## src/rtl/periph_pkg.sv

```systemverilog
`default_nettype none
// ============================================================================
// periph_pkg : register map and CTRL field layout shared by the CPU-bus timer
// Revision   : 1.0
// ============================================================================
package periph_pkg;

    localparam logic [2:0] TMR_CTRL      = 3'd0;
    localparam logic [2:0] TMR_STATUS    = 3'd1;
    localparam logic [2:0] TMR_RELOAD_LO = 3'd2;
    localparam logic [2:0] TMR_RELOAD_HI = 3'd3;
    localparam logic [2:0] TMR_COUNT_LO  = 3'd4;
    localparam logic [2:0] TMR_COUNT_HI  = 3'd5;

    localparam int CTRL_EN       = 0;
    localparam int CTRL_AUTO     = 1;
    localparam int CTRL_IE       = 2;
    localparam int CTRL_LOAD     = 3;
    localparam int CTRL_PSEL_LSB = 4;
    localparam int CTRL_PSEL_MSB = 6;

    typedef struct packed {
        logic       rsvd;
        logic [2:0] psel;
        logic       load;
        logic       ie;
        logic       auto_rl;
        logic       en;
    } tmr_ctrl_t;

    function automatic logic [2:0] clamp_psel(input logic [2:0] req, input logic [2:0] max_sel);
        return (req > max_sel) ? max_sel : req;
    endfunction

endpackage
`default_nettype wire

```

## src/rtl/timer_prescaler.sv

```systemverilog
`default_nettype none
// ============================================================================
// timer_prescaler : 8-bit power-of-two prescaler, one tick per 2**psel cycles
// Revision        : 1.0
// ============================================================================
module timer_prescaler (
    input  logic       clk,
    input  logic       reset,
    input  logic       enable_i,
    input  logic [2:0] psel_i,
    input  logic       clear_i,
    output logic       tick_o
);

    logic [7:0] presc_q;
    logic [7:0] presc_d;
    logic [7:0] terminal;

    always_comb begin
        terminal = (8'd1 << psel_i) - 8'd1;
        tick_o   = enable_i && (presc_q == terminal);
        presc_d  = presc_q;
        if (clear_i || tick_o) begin
            presc_d = 8'd0;
        end else if (enable_i) begin
            presc_d = presc_q + 8'd1;
        end
    end

    always_ff @(posedge clk or negedge reset) begin
        if (!reset) begin
            presc_q <= 8'd0;
        end else begin
            presc_q <= presc_d;
        end
    end

endmodule
`default_nettype wire

```

## src/rtl/interval_timer.sv

```systemverilog
`default_nettype none
// ============================================================================
// interval_timer : 16-bit down-counting interval timer, one-shot/auto-reload
//                  Optional macro INTERVAL_TIMER_READ_LATCH_EN: tear-free COUNT_HI
// Revision       : 1.0
// ============================================================================
module interval_timer
    import periph_pkg::*;
#(
    parameter logic [15:0] RESET_RELOAD     = 16'hFFFF,
    parameter int unsigned PRESCALE_SEL_MAX = 7
) (
    input  logic       clk,
    input  logic       reset,
    input  logic [2:0] addr,
    input  logic [7:0] i_data,
    output logic [7:0] o_data,
    input  logic       cs,
    input  logic       rwb,
    output logic       irq_out
);

    localparam logic [2:0] PSEL_MAX = 3'((PRESCALE_SEL_MAX > 7) ? 7 : PRESCALE_SEL_MAX);

    logic [2:0]  wr_addr_q;
    logic [7:0]  wr_data_q;
    logic        wr_tog_q;
    logic        wr_ack_q;
    logic        wr_pend;

    tmr_ctrl_t   ctrl_q, ctrl_d;
    logic        exp_q, exp_d;
    logic [15:0] reload_q, reload_d;
    logic [15:0] count_q, count_d;
    logic        irq_q, irq_d;
    logic        load;
    logic        psel_chg;
    logic        tick;
    logic [7:0]  rd_data;

    // Falling-edge capture keeps the commit edge free of mid-cycle i_data changes.
    always_ff @(negedge clk or negedge reset) begin
        if (!reset) begin
            wr_addr_q <= 3'd0;
            wr_data_q <= 8'd0;
            wr_tog_q  <= 1'b0;
        end else if (cs && !rwb) begin
            wr_addr_q <= addr;
            wr_data_q <= i_data;
            wr_tog_q  <= ~wr_ack_q;
        end
    end

    assign wr_pend = wr_tog_q ^ wr_ack_q;

    timer_prescaler u_prescaler (
        .clk      (clk),
        .reset    (reset),
        .enable_i (ctrl_q.en),
        .psel_i   (ctrl_q.psel),
        .clear_i  (load || psel_chg),
        .tick_o   (tick)
    );

    always_comb begin
        ctrl_d   = ctrl_q;
        exp_d    = exp_q;
        reload_d = reload_q;
        count_d  = count_q;
        load     = 1'b0;
        psel_chg = 1'b0;
        if (wr_pend) begin
            case (wr_addr_q)
                TMR_CTRL: begin
                    ctrl_d.en      = wr_data_q[CTRL_EN];
                    ctrl_d.auto_rl = wr_data_q[CTRL_AUTO];
                    ctrl_d.ie      = wr_data_q[CTRL_IE];
                    ctrl_d.psel    = clamp_psel(wr_data_q[CTRL_PSEL_MSB:CTRL_PSEL_LSB], PSEL_MAX);
                    psel_chg       = (ctrl_d.psel != ctrl_q.psel);
                    load           = wr_data_q[CTRL_LOAD];
                end
                TMR_STATUS:    if (wr_data_q[0]) exp_d = 1'b0;
                TMR_RELOAD_LO: reload_d[7:0]  = wr_data_q;
                TMR_RELOAD_HI: reload_d[15:8] = wr_data_q;
                default: ;
            endcase
        end
        // Expiry is applied after the bus write so a same-cycle clear loses.
        if (load) begin
            count_d = reload_q;
        end else if (tick) begin
            if (count_q != 16'd0) begin
                count_d = count_q - 16'd1;
            end else begin
                exp_d = 1'b1;
                if (ctrl_q.auto_rl) begin
                    count_d = reload_q;
                end else begin
                    ctrl_d.en = 1'b0;
                end
            end
        end
        irq_d = exp_d && ctrl_d.ie;
    end

    always_ff @(posedge clk or negedge reset) begin
        if (!reset) begin
            wr_ack_q <= 1'b0;
            ctrl_q   <= '0;
            exp_q    <= 1'b0;
            reload_q <= RESET_RELOAD;
            count_q  <= 16'h0000;
            irq_q    <= 1'b0;
        end else begin
            wr_ack_q <= wr_tog_q;
            ctrl_q   <= ctrl_d;
            exp_q    <= exp_d;
            reload_q <= reload_d;
            count_q  <= count_d;
            irq_q    <= irq_d;
        end
    end

`ifdef INTERVAL_TIMER_READ_LATCH_EN
    logic [7:0] shadow_q;

    always_ff @(posedge clk or negedge reset) begin
        if (!reset) begin
            shadow_q <= 8'h00;
        end else if (cs && rwb && (addr == TMR_COUNT_LO)) begin
            shadow_q <= count_q[15:8];
        end
    end
`endif

    always_comb begin
        rd_data = 8'h00;
        case (addr)
            TMR_CTRL:      rd_data = ctrl_q;
            TMR_STATUS:    rd_data = {7'd0, exp_q};
            TMR_RELOAD_LO: rd_data = reload_q[7:0];
            TMR_RELOAD_HI: rd_data = reload_q[15:8];
            TMR_COUNT_LO:  rd_data = count_q[7:0];
`ifdef INTERVAL_TIMER_READ_LATCH_EN
            TMR_COUNT_HI:  rd_data = shadow_q;
`else
            TMR_COUNT_HI:  rd_data = count_q[15:8];
`endif
            default: ;
        endcase
    end

    assign o_data  = reset ? rd_data : 8'h00;
    assign irq_out = irq_q;

endmodule
`default_nettype wire
```

## config.mk

```make
export PLATFORM = sky130hd
export DESIGN_NAME = interval_timer
export DESIGN_NICKNAME = d
export VERILOG_FILES = /design/src/rtl/periph_pkg.sv /design/src/rtl/timer_prescaler.sv /design/src/rtl/interval_timer.sv
export SDC_FILE = /design/constraint.sdc
export NUM_CORES = 1
export LEC_CHECK = 0
export CAP_MARGIN = 30
export CELL_PAD_IN_SITES_DETAIL_PLACEMENT = 1
export CELL_PAD_IN_SITES_GLOBAL_PLACEMENT = 1
export CORE_ASPECT_RATIO = 1.25
export CORE_MARGIN = 4
export CORE_UTILIZATION = 45
export DETAILED_ROUTE_END_ITERATION = 8
export PLACE_DENSITY = 0.82
export SETUP_SLACK_MARGIN = 0.15
export SLEW_MARGIN = 20
export SYNTH_ARGS = -nofsm -noshare
export SYNTH_HDL_FRONTEND = slang
export SYNTH_SLANG_ARGS = --single-unit
export TNS_END_PERCENT = 10
```

## constraint.sdc

```tcl
create_clock -name clk -period 6.8 [get_ports clk]
set_input_delay 2.04 -clock clk [delete_from_list [all_inputs] [get_ports clk]]
set_output_delay 2.04 -clock clk [all_outputs]
set_load 0.1 [all_outputs]
```

==> impl_metrics.prom, run 1 <==
# TYPE chip_impl_metric gauge
chip_impl_metric{name="die_area",unit="um2"} 9540
chip_impl_metric{name="path_max_fanout",unit=""} 13
chip_impl_metric{name="cts_max_path_buffers",unit=""} 2
chip_impl_metric{name="routed_vias",unit=""} 2924
chip_impl_info{name="worst_reg2reg_endpoint",value="count_q[12]"} 1
chip_impl_metric{name="place.detailed.hpwl",unit="um"} 7530
chip_impl_info{name="cts_root_buffer",value="sky130_fd_sc_hd__clkbuf_8"} 1
chip_impl_metric{name="cts_hold_buf",unit=""} 0
chip_impl_metric{name="initial_antenna_violation_count",unit=""} 0
chip_impl_metric{name="grt_pass1_vias",unit=""} 3235
chip_impl_metric{name="synth-seq-cells",unit=""} 61
chip_impl_metric{name="clkSinkCount",unit=""} 61
chip_impl_metric{name="cts_made_buffers",unit=""} 9
chip_impl_metric{name="clock_insertion_delay_worst_skew",unit="ns"} 0.35
chip_impl_metric{name="reg2reg_setup_slack",unit="ns"} 0.91
chip_impl_info{name="critical_path.startpoint_type",value="primary input"} 1
chip_impl_metric{name="setup_violations",unit=""} 0
chip_impl_metric{name="synth-async-reset-ratio",unit=""} 1.00
chip_impl_metric{name="cts-htree-levels",unit=""} 3
chip_impl_metric{name="report.final.hold_viol_count",unit=""} 0
chip_impl_info{name="post-synth-top-area-cell",value="sky130_fd_sc_hd__dfrtp_1"} 1
chip_impl_metric{name="die_x",unit="um"} 88.2
chip_impl_metric{name="chipHeight",unit="um"} 108
chip_impl_info{name="outcome",value="complete, no violations"} 1
chip_impl_metric{name="synth_seq_area_share",unit=""} 0.428
chip_impl_metric{name="filler_cell_count",unit=""} 858
chip_impl_metric{name="edff_count_synth",unit=""} 0
chip_impl_metric{name="timing_max_transition_violations_final",unit=""} 0
chip_impl_info{name="postSynth.topFlopCell",value="sky130_fd_sc_hd__dfrtp_1"} 1
chip_impl_metric{name="n_antenna_cell",unit=""} 0
chip_impl_metric{name="critPathArrivalTime",unit="ns"} 3.18
chip_impl_metric{name="fin_setup_tns",unit="ns"} 0
chip_impl_metric{name="clock_skew",unit="ns"} 0.0184
chip_impl_metric{name="max_cap_viol_count",unit=""} 0
chip_impl_metric{name="max-slew-margin-rel",unit=""} 0.354
chip_impl_metric{name="totalWireLength",unit="um"} 10500
chip_impl_metric{name="place.port_buffers",unit=""} 23
chip_impl_info{name="hold_path_startpoint",value="wr_data_q[2]"} 1
chip_impl_metric{name="post_synth_inst_count",unit=""} 344
chip_impl_info{name="end_kind",value="register"} 1
chip_impl_metric{name="post_drt_via_cell_ratio",unit=""} 6.27
chip_impl_metric{name="gp_congestion",unit=""} 0.841
chip_impl_info{name="unrepaired_setup_endpoints_after_global_routing",value="no"} 1
chip_impl_metric{name="cts_resized",unit=""} 0
chip_impl_metric{name="io_pins",unit=""} 24
chip_impl_metric{name="drc_violations",unit=""} 0
chip_impl_metric{name="yosysWarnings",unit=""} 0
chip_impl_metric{name="core.rowCount",unit=""} 36
chip_impl_metric{name="core_area",unit="um2"} 7790
chip_impl_metric{name="drive_above_1_share",unit=""} 0.264
chip_impl_metric{name="postRouteAntennaNets",unit=""} 0
chip_impl_metric{name="hold_ws",unit="ns"} 0.538
chip_impl_metric{name="tightestPinTransition",unit="ns"} 0.967
chip_impl_metric{name="worst_slack",unit="ns"} 0.400
chip_impl_metric{name="detail_route.wl_per_cell",unit="um"} 22.6
chip_impl_metric{name="gr-usage-all-layers",unit=""} 0.242
chip_impl_metric{name="areaGrowthSynthToFinish",unit="%"} 14.4
chip_impl_metric{name="grt_first_pass_wirelength",unit="um"} 17300
chip_impl_info{name="timing.critical_path.to",value="wr_data_q[5]"} 1
chip_impl_metric{name="syn_area",unit="um2"} 3610
chip_impl_info{name="crit_type",value="primary input to register"} 1
chip_impl_metric{name="synth_top_cell_area_share",unit=""} 0.229
chip_impl_metric{name="leakagePower",unit="nW"} 1.68
chip_impl_metric{name="synth_fp_nets",unit=""} 362
chip_impl_info{name="min_path_type",value="register to register"} 1
chip_impl_metric{name="synth_cell_type_count",unit=""} 66
chip_impl_metric{name="pre_cts_slack",unit="ns"} 0.0498
chip_impl_metric{name="power.density_cell_area",unit="nW/um2"} 391
chip_impl_metric{name="worst_r2r_path_depth",unit=""} 8
chip_impl_metric{name="endpoint_required_time_on_the_critical_path",unit="ns"} 3.58
chip_impl_info{name="crit_start",value="cs"} 1
chip_impl_metric{name="global_route.overflow_total",unit=""} 0
chip_impl_metric{name="initial_utilization",unit=""} 0.464
chip_impl_info{name="r2r_start",value="wr_tog_q"} 1
chip_impl_metric{name="largest_net_degree_at_the_start_of_global_routing",unit=""} 21
chip_impl_metric{name="cts_setup_buffers",unit=""} 0
chip_impl_metric{name="syn_avg_cell_area",unit="um2"} 10.5
chip_impl_info{name="cts_tree",value="done"} 1
chip_impl_info{name="synth.area.top_cells",value="sky130_fd_sc_hd__dfrtp_1 23%, sky130_fd_sc_hd__dfstp_2 12%, sky130_fd_sc_hd__mux2_2 10%"} 1
chip_impl_metric{name="path_clk_slew",unit="ns"} 0.05
chip_impl_metric{name="drt_iter0_drc",unit=""} 217
chip_impl_metric{name="nNetsFinal",unit=""} 384
chip_impl_metric{name="peakVddDrop",unit="mV"} 0.289
chip_impl_metric{name="drtPass1Iterations",unit=""} 4
## where the power goes
part           total [mW]  internal [mW]  switching, mW
logic               0.555          0.254          0.300
registers           0.729          0.521          0.208
clock network       0.334          0.170          0.163
total                1.62          0.945          0.672
## layer usage
layer / part of all wire / GRT usage
met1: 0.42 / 0.305
met2: 0.50 / 0.394
met3: 0.041 / 0.0503
met4: 0.040 / 0.116
met5: 0 / 0
## per-stage QoR
stage,util,area [um2],total power [mW],instances
finish,0.531,4140,1.62,466
global placement,0.504,3930,1.23,449
CTS,0.531,4140,1.62,466
global route,0.531,4140,1.72,466
detailed placement,0.505,3940,1.27,450
floorplan,-,3610,1.09,344
## sequential cells by signal, indices dropped and copies added (netlist names)
signal               flops
exp_q                    1
wr_ack_q                 1
wr_addr_q                3
reload_q                16
wr_tog_q                 1
ctrl_q                   6
wr_data_q                8
count_q                 16
irq_out                  1
u_prescaler.presc_q      8
## cells by family after synthesis
logic type | after synthesis | synth area share
xor gates and xnor gates | 14 | 0.0339
muxes | 47 | 0.142
DFF | 61 | 0.428
AOI/OAI and AO/OA | 80 | 0.168
adders and majority gates | 3 | 0.0104
buffers and inverters | 26 | 0.0412
and+or+nand+nor | 113 | 0.177
## how the worst min path moves through the flow
stage	end	slack, ns	depth (start not counted)
global route	wr_data_q[2]	0.55	1
floorplan	wr_data_q[7]	0.45	1
detailed placement	wr_data_q[1]	0.51	1
CTS	wr_data_q[2]	0.54	1
global placement	wr_data_q[7]	0.49	1
finish	wr_data_q[2]	0.54	1
## worst max-delay path, cell delays in order
cell and delay [ns]:
sky130_fd_sc_hd__clkdlybuf4s50_1 0.44, sky130_fd_sc_hd__nor2b_1 0.12, sky130_fd_sc_hd__buf_4 0.22, sky130_fd_sc_hd__mux2_2 0.36
## area by class of cell
class                           count  area (um2)  area share
Inverter                            5        18.8     0.00454
Tap cell                           95         119      0.0287
Sequential cell                    61        1550       0.374
Timing Repair Buffer               32         335      0.0811
Multi-Input combinational cell    257        1920       0.464
Clock buffer                        9         124      0.0300
Clock inverter                      7        73.8      0.0179
## cell usage in the layout (no fill, tap or decap), types with 9 or more instances in the layout
| cell | synthesis | final |
|---|---|---|
| sky130_fd_sc_hd__buf_4 | 3 | 12 |
| sky130_fd_sc_hd__nand2_1 | 15 | 15 |
| sky130_fd_sc_hd__dfrtn_1 | 12 | 12 |
| sky130_fd_sc_hd__nand3_1 | 10 | 10 |
| sky130_fd_sc_hd__clkdlybuf4s50_1 | 0 | 14 |
| sky130_fd_sc_hd__dfstp_2 | 16 | 16 |
| sky130_fd_sc_hd__a21oi_1 | 20 | 20 |
| sky130_fd_sc_hd__mux2i_1 | 14 | 14 |
| sky130_fd_sc_hd__nor2_1 | 41 | 41 |
| sky130_fd_sc_hd__dfrtp_1 | 33 | 33 |
| sky130_fd_sc_hd__clkbuf_8 | 0 | 9 |
| sky130_fd_sc_hd__mux2_2 | 33 | 33 |
## synth_stat cells, types with 7 or more instances
library cell,number
sky130_fd_sc_hd__dfstp_2,16
sky130_fd_sc_hd__dfrtp_1,33
sky130_fd_sc_hd__o21ai_0,8
sky130_fd_sc_hd__nand4_1,7
sky130_fd_sc_hd__xor2_1,8
sky130_fd_sc_hd__dfrtn_1,12
sky130_fd_sc_hd__o221a_1,8
sky130_fd_sc_hd__nand2_1,15
sky130_fd_sc_hd__a21oi_1,20
sky130_fd_sc_hd__clkbuf_1,7
sky130_fd_sc_hd__nand3_1,10
sky130_fd_sc_hd__nor2_1,41
sky130_fd_sc_hd__mux2i_1,14
sky130_fd_sc_hd__mux2_2,33
Note: power is estimated with default switching activity, not from simulation.
==> run 2, diff against run 1 <==
GPL_ROUTABILITY_DRIVEN = 0   (was unset)
MAX_ROUTING_LAYER = met4   (was unset)
==> run 2 against run 1 <==
- clock power barely moved
- largest cell class unchanged
- critical endpoint unchanged
- sequential share of layout area unchanged
- hold slack hardly changed
- highest routed layer unchanged
- final area is the same
- critical path depth stayed put
- total power about the same
==> impl_metrics.prom, run 2 (synthesis gave the netlist of run 1 again) <==
# TYPE chip_impl_metric gauge
chip_impl_metric{name="power.density_cell_area",unit="nW/um2"} 391
chip_impl_metric{name="totalWireLength",unit="um"} 10500
chip_impl_metric{name="place.detailed.hpwl",unit="um"} 7530
chip_impl_metric{name="cts_max_path_buffers",unit=""} 2
chip_impl_metric{name="layout.cell_area.non_filler",unit="um2"} 4140
chip_impl_info{name="layout.cells.most_common_list",value="41 x sky130_fd_sc_hd__nor2_1, 33 x sky130_fd_sc_hd__mux2_2, 33 x sky130_fd_sc_hd__dfrtp_1"} 1
chip_impl_metric{name="endpoint_required_time_on_the_critical_path",unit="ns"} 3.58
chip_impl_metric{name="timing_max_transition_violations_final",unit=""} 0
chip_impl_metric{name="clock_skew",unit="ns"} 0.0222
chip_impl_metric{name="worst_r2r_path_depth",unit=""} 8
chip_impl_metric{name="cts_setup_buffers",unit=""} 0
chip_impl_info{name="end_kind",value="register"} 1
chip_impl_metric{name="max_cap_viol_count",unit=""} 0
chip_impl_metric{name="post_drt_via_cell_ratio",unit=""} 6.36
chip_impl_metric{name="core_area",unit="um2"} 7790
chip_impl_metric{name="detail_route.wl_per_cell",unit="um"} 22.6
chip_impl_metric{name="cts_hold_buf",unit=""} 0
chip_impl_metric{name="leakagePower",unit="nW"} 1.68
chip_impl_metric{name="nNetsFinal",unit=""} 384
chip_impl_metric{name="min_delay_path_depth",unit=""} 1
chip_impl_metric{name="peakVddDrop",unit="mV"} 0.289
chip_impl_metric{name="die_x",unit="um"} 88.2
chip_impl_info{name="min_path_type",value="register to register"} 1
chip_impl_metric{name="cts-htree-levels",unit=""} 3
chip_impl_metric{name="placement.cell_area",unit="um2"} 3940
chip_impl_metric{name="report.final.hold_viol_count",unit=""} 0
chip_impl_metric{name="drtPass1Iterations",unit=""} 4
chip_impl_metric{name="fin_setup_tns",unit="ns"} 0
chip_impl_metric{name="grt_pass1_vias",unit=""} 3231
chip_impl_metric{name="die_area",unit="um2"} 9540
chip_impl_info{name="crit_type",value="primary input to register"} 1
chip_impl_info{name="r2r_start",value="wr_tog_q"} 1
chip_impl_metric{name="max-slew-margin-rel",unit=""} 0.354
chip_impl_metric{name="drt_iter0_drc",unit=""} 239
chip_impl_metric{name="clock_insertion_delay_worst_skew",unit="ns"} 0.35
chip_impl_info{name="timing.hold.worst_endpoint",value="wr_data_q[2]"} 1
chip_impl_info{name="hold_path_startpoint",value="wr_data_q[2]"} 1
chip_impl_metric{name="largest_net_degree_at_the_start_of_global_routing",unit=""} 21
chip_impl_metric{name="cts_made_buffers",unit=""} 9
chip_impl_info{name="layout.cells.most_common",value="sky130_fd_sc_hd__nor2_1"} 1
chip_impl_metric{name="setup_violations",unit=""} 0
chip_impl_info{name="critical_path.startpoint_type",value="primary input"} 1
chip_impl_metric{name="io_pins",unit=""} 24
chip_impl_metric{name="drive_above_1_share",unit=""} 0.264
chip_impl_metric{name="global_route.overflow_total",unit=""} 0
chip_impl_metric{name="numPlacedInstances",unit=""} 450
chip_impl_metric{name="gr-usage-all-layers",unit=""} 0.249
chip_impl_metric{name="finish.cell_count_without_fillers",unit=""} 466
chip_impl_metric{name="tightestPinTransition",unit="ns"} 0.967
chip_impl_metric{name="reg2reg_setup_slack",unit="ns"} 0.88
chip_impl_metric{name="clkSinkCount",unit=""} 61
chip_impl_metric{name="path_clk_slew",unit="ns"} 0.05
chip_impl_metric{name="path_max_fanout",unit=""} 13
chip_impl_info{name="unrepaired_setup_endpoints_after_global_routing",value="no"} 1
chip_impl_metric{name="cts_resized",unit=""} 0
chip_impl_metric{name="routed_vias",unit=""} 2965
chip_impl_metric{name="areaGrowthSynthToFinish",unit="%"} 14.4
chip_impl_metric{name="initial_antenna_violation_count",unit=""} 0
chip_impl_metric{name="grt_first_pass_wirelength",unit="um"} 17300
chip_impl_metric{name="place.port_buffers",unit=""} 23
chip_impl_metric{name="critPathArrivalTime",unit="ns"} 3.17
chip_impl_info{name="worst_reg2reg_endpoint",value="count_q[12]"} 1
chip_impl_metric{name="initial_utilization",unit=""} 0.464
chip_impl_info{name="outcome",value="complete, no violations"} 1
chip_impl_info{name="biggest_registers_after_layout",value="count_q x16, reload_q x16"} 1
chip_impl_info{name="cts_root_buffer",value="sky130_fd_sc_hd__clkbuf_8"} 1
chip_impl_info{name="cts_tree",value="done"} 1
chip_impl_metric{name="drc_violations",unit=""} 0
chip_impl_metric{name="chipHeight",unit="um"} 108
chip_impl_metric{name="n_antenna_cell",unit=""} 0
chip_impl_metric{name="postRouteAntennaNets",unit=""} 0
chip_impl_metric{name="core.rowCount",unit=""} 36
[run 2: per-stage QoR]
stage               setup slack [ns]  hold slack, ns  power, mW   util
floorplan                      0.246           0.454       1.09      -
CTS                            0.401           0.536       1.62  0.531
global route                   0.382           0.549       1.72  0.531
finish                         0.406           0.538       1.62  0.531
global placement              0.0775           0.487       1.23  0.504
detailed placement            0.0498           0.511       1.27  0.505
[run 2: area by class of cell]
type / instances / area [um2]
fill: 858 / 3660
timing repair buffer: 32 / 335
inverter: 5 / 18.8
tap: 95 / 119
sequential: 61 / 1550
clock inverter: 7 / 73.8
multi-input combinational: 257 / 1920
clock buffer: 9 / 124
[run 2: worst max path at each step]
| stage | from | end | slack (ns) | cells after the start |
|---|---|---|---|---|
| floorplan | cs | wr_addr_q[2] | 0.25 | 3 |
| global placement | cs | wr_addr_q[2] | 0.08 | 4 |
| detailed placement | cs | wr_data_q[5] | 0.05 | 4 |
| CTS | cs | wr_data_q[5] | 0.40 | 4 |
| global route | cs | wr_data_q[6] | 0.38 | 4 |
| finish | cs | wr_data_q[5] | 0.41 | 4 |
[run 2: where the power goes]
group / leakage (nW) / switching (mW) / internal (mW) / total [mW]
Combinational: 0.863 / 0.300 / 0.254 / 0.554
Clock: 0.0962 / 0.164 / 0.170 / 0.334
Sequential: 0.723 / 0.208 / 0.521 / 0.729
Total: 1.68 / 0.672 / 0.945 / 1.62
[run 2: per-layer routing]
metal / vias up / wire, um / GRT usage
li1: 1334 / - / -
met1: 1517 / 4370 / 0.303
met2: 80 / 5340 / 0.395
met3: 34 / 441 / 0.0503
met4: 0 / 388 / 0.116
met5: - / 0 / -
[run 2: critical path, cell delays in order]
cell and delay [ns]:
sky130_fd_sc_hd__clkdlybuf4s50_1 0.44, sky130_fd_sc_hd__nor2b_1 0.12, sky130_fd_sc_hd__buf_4 0.21, sky130_fd_sc_hd__mux2_2 0.36
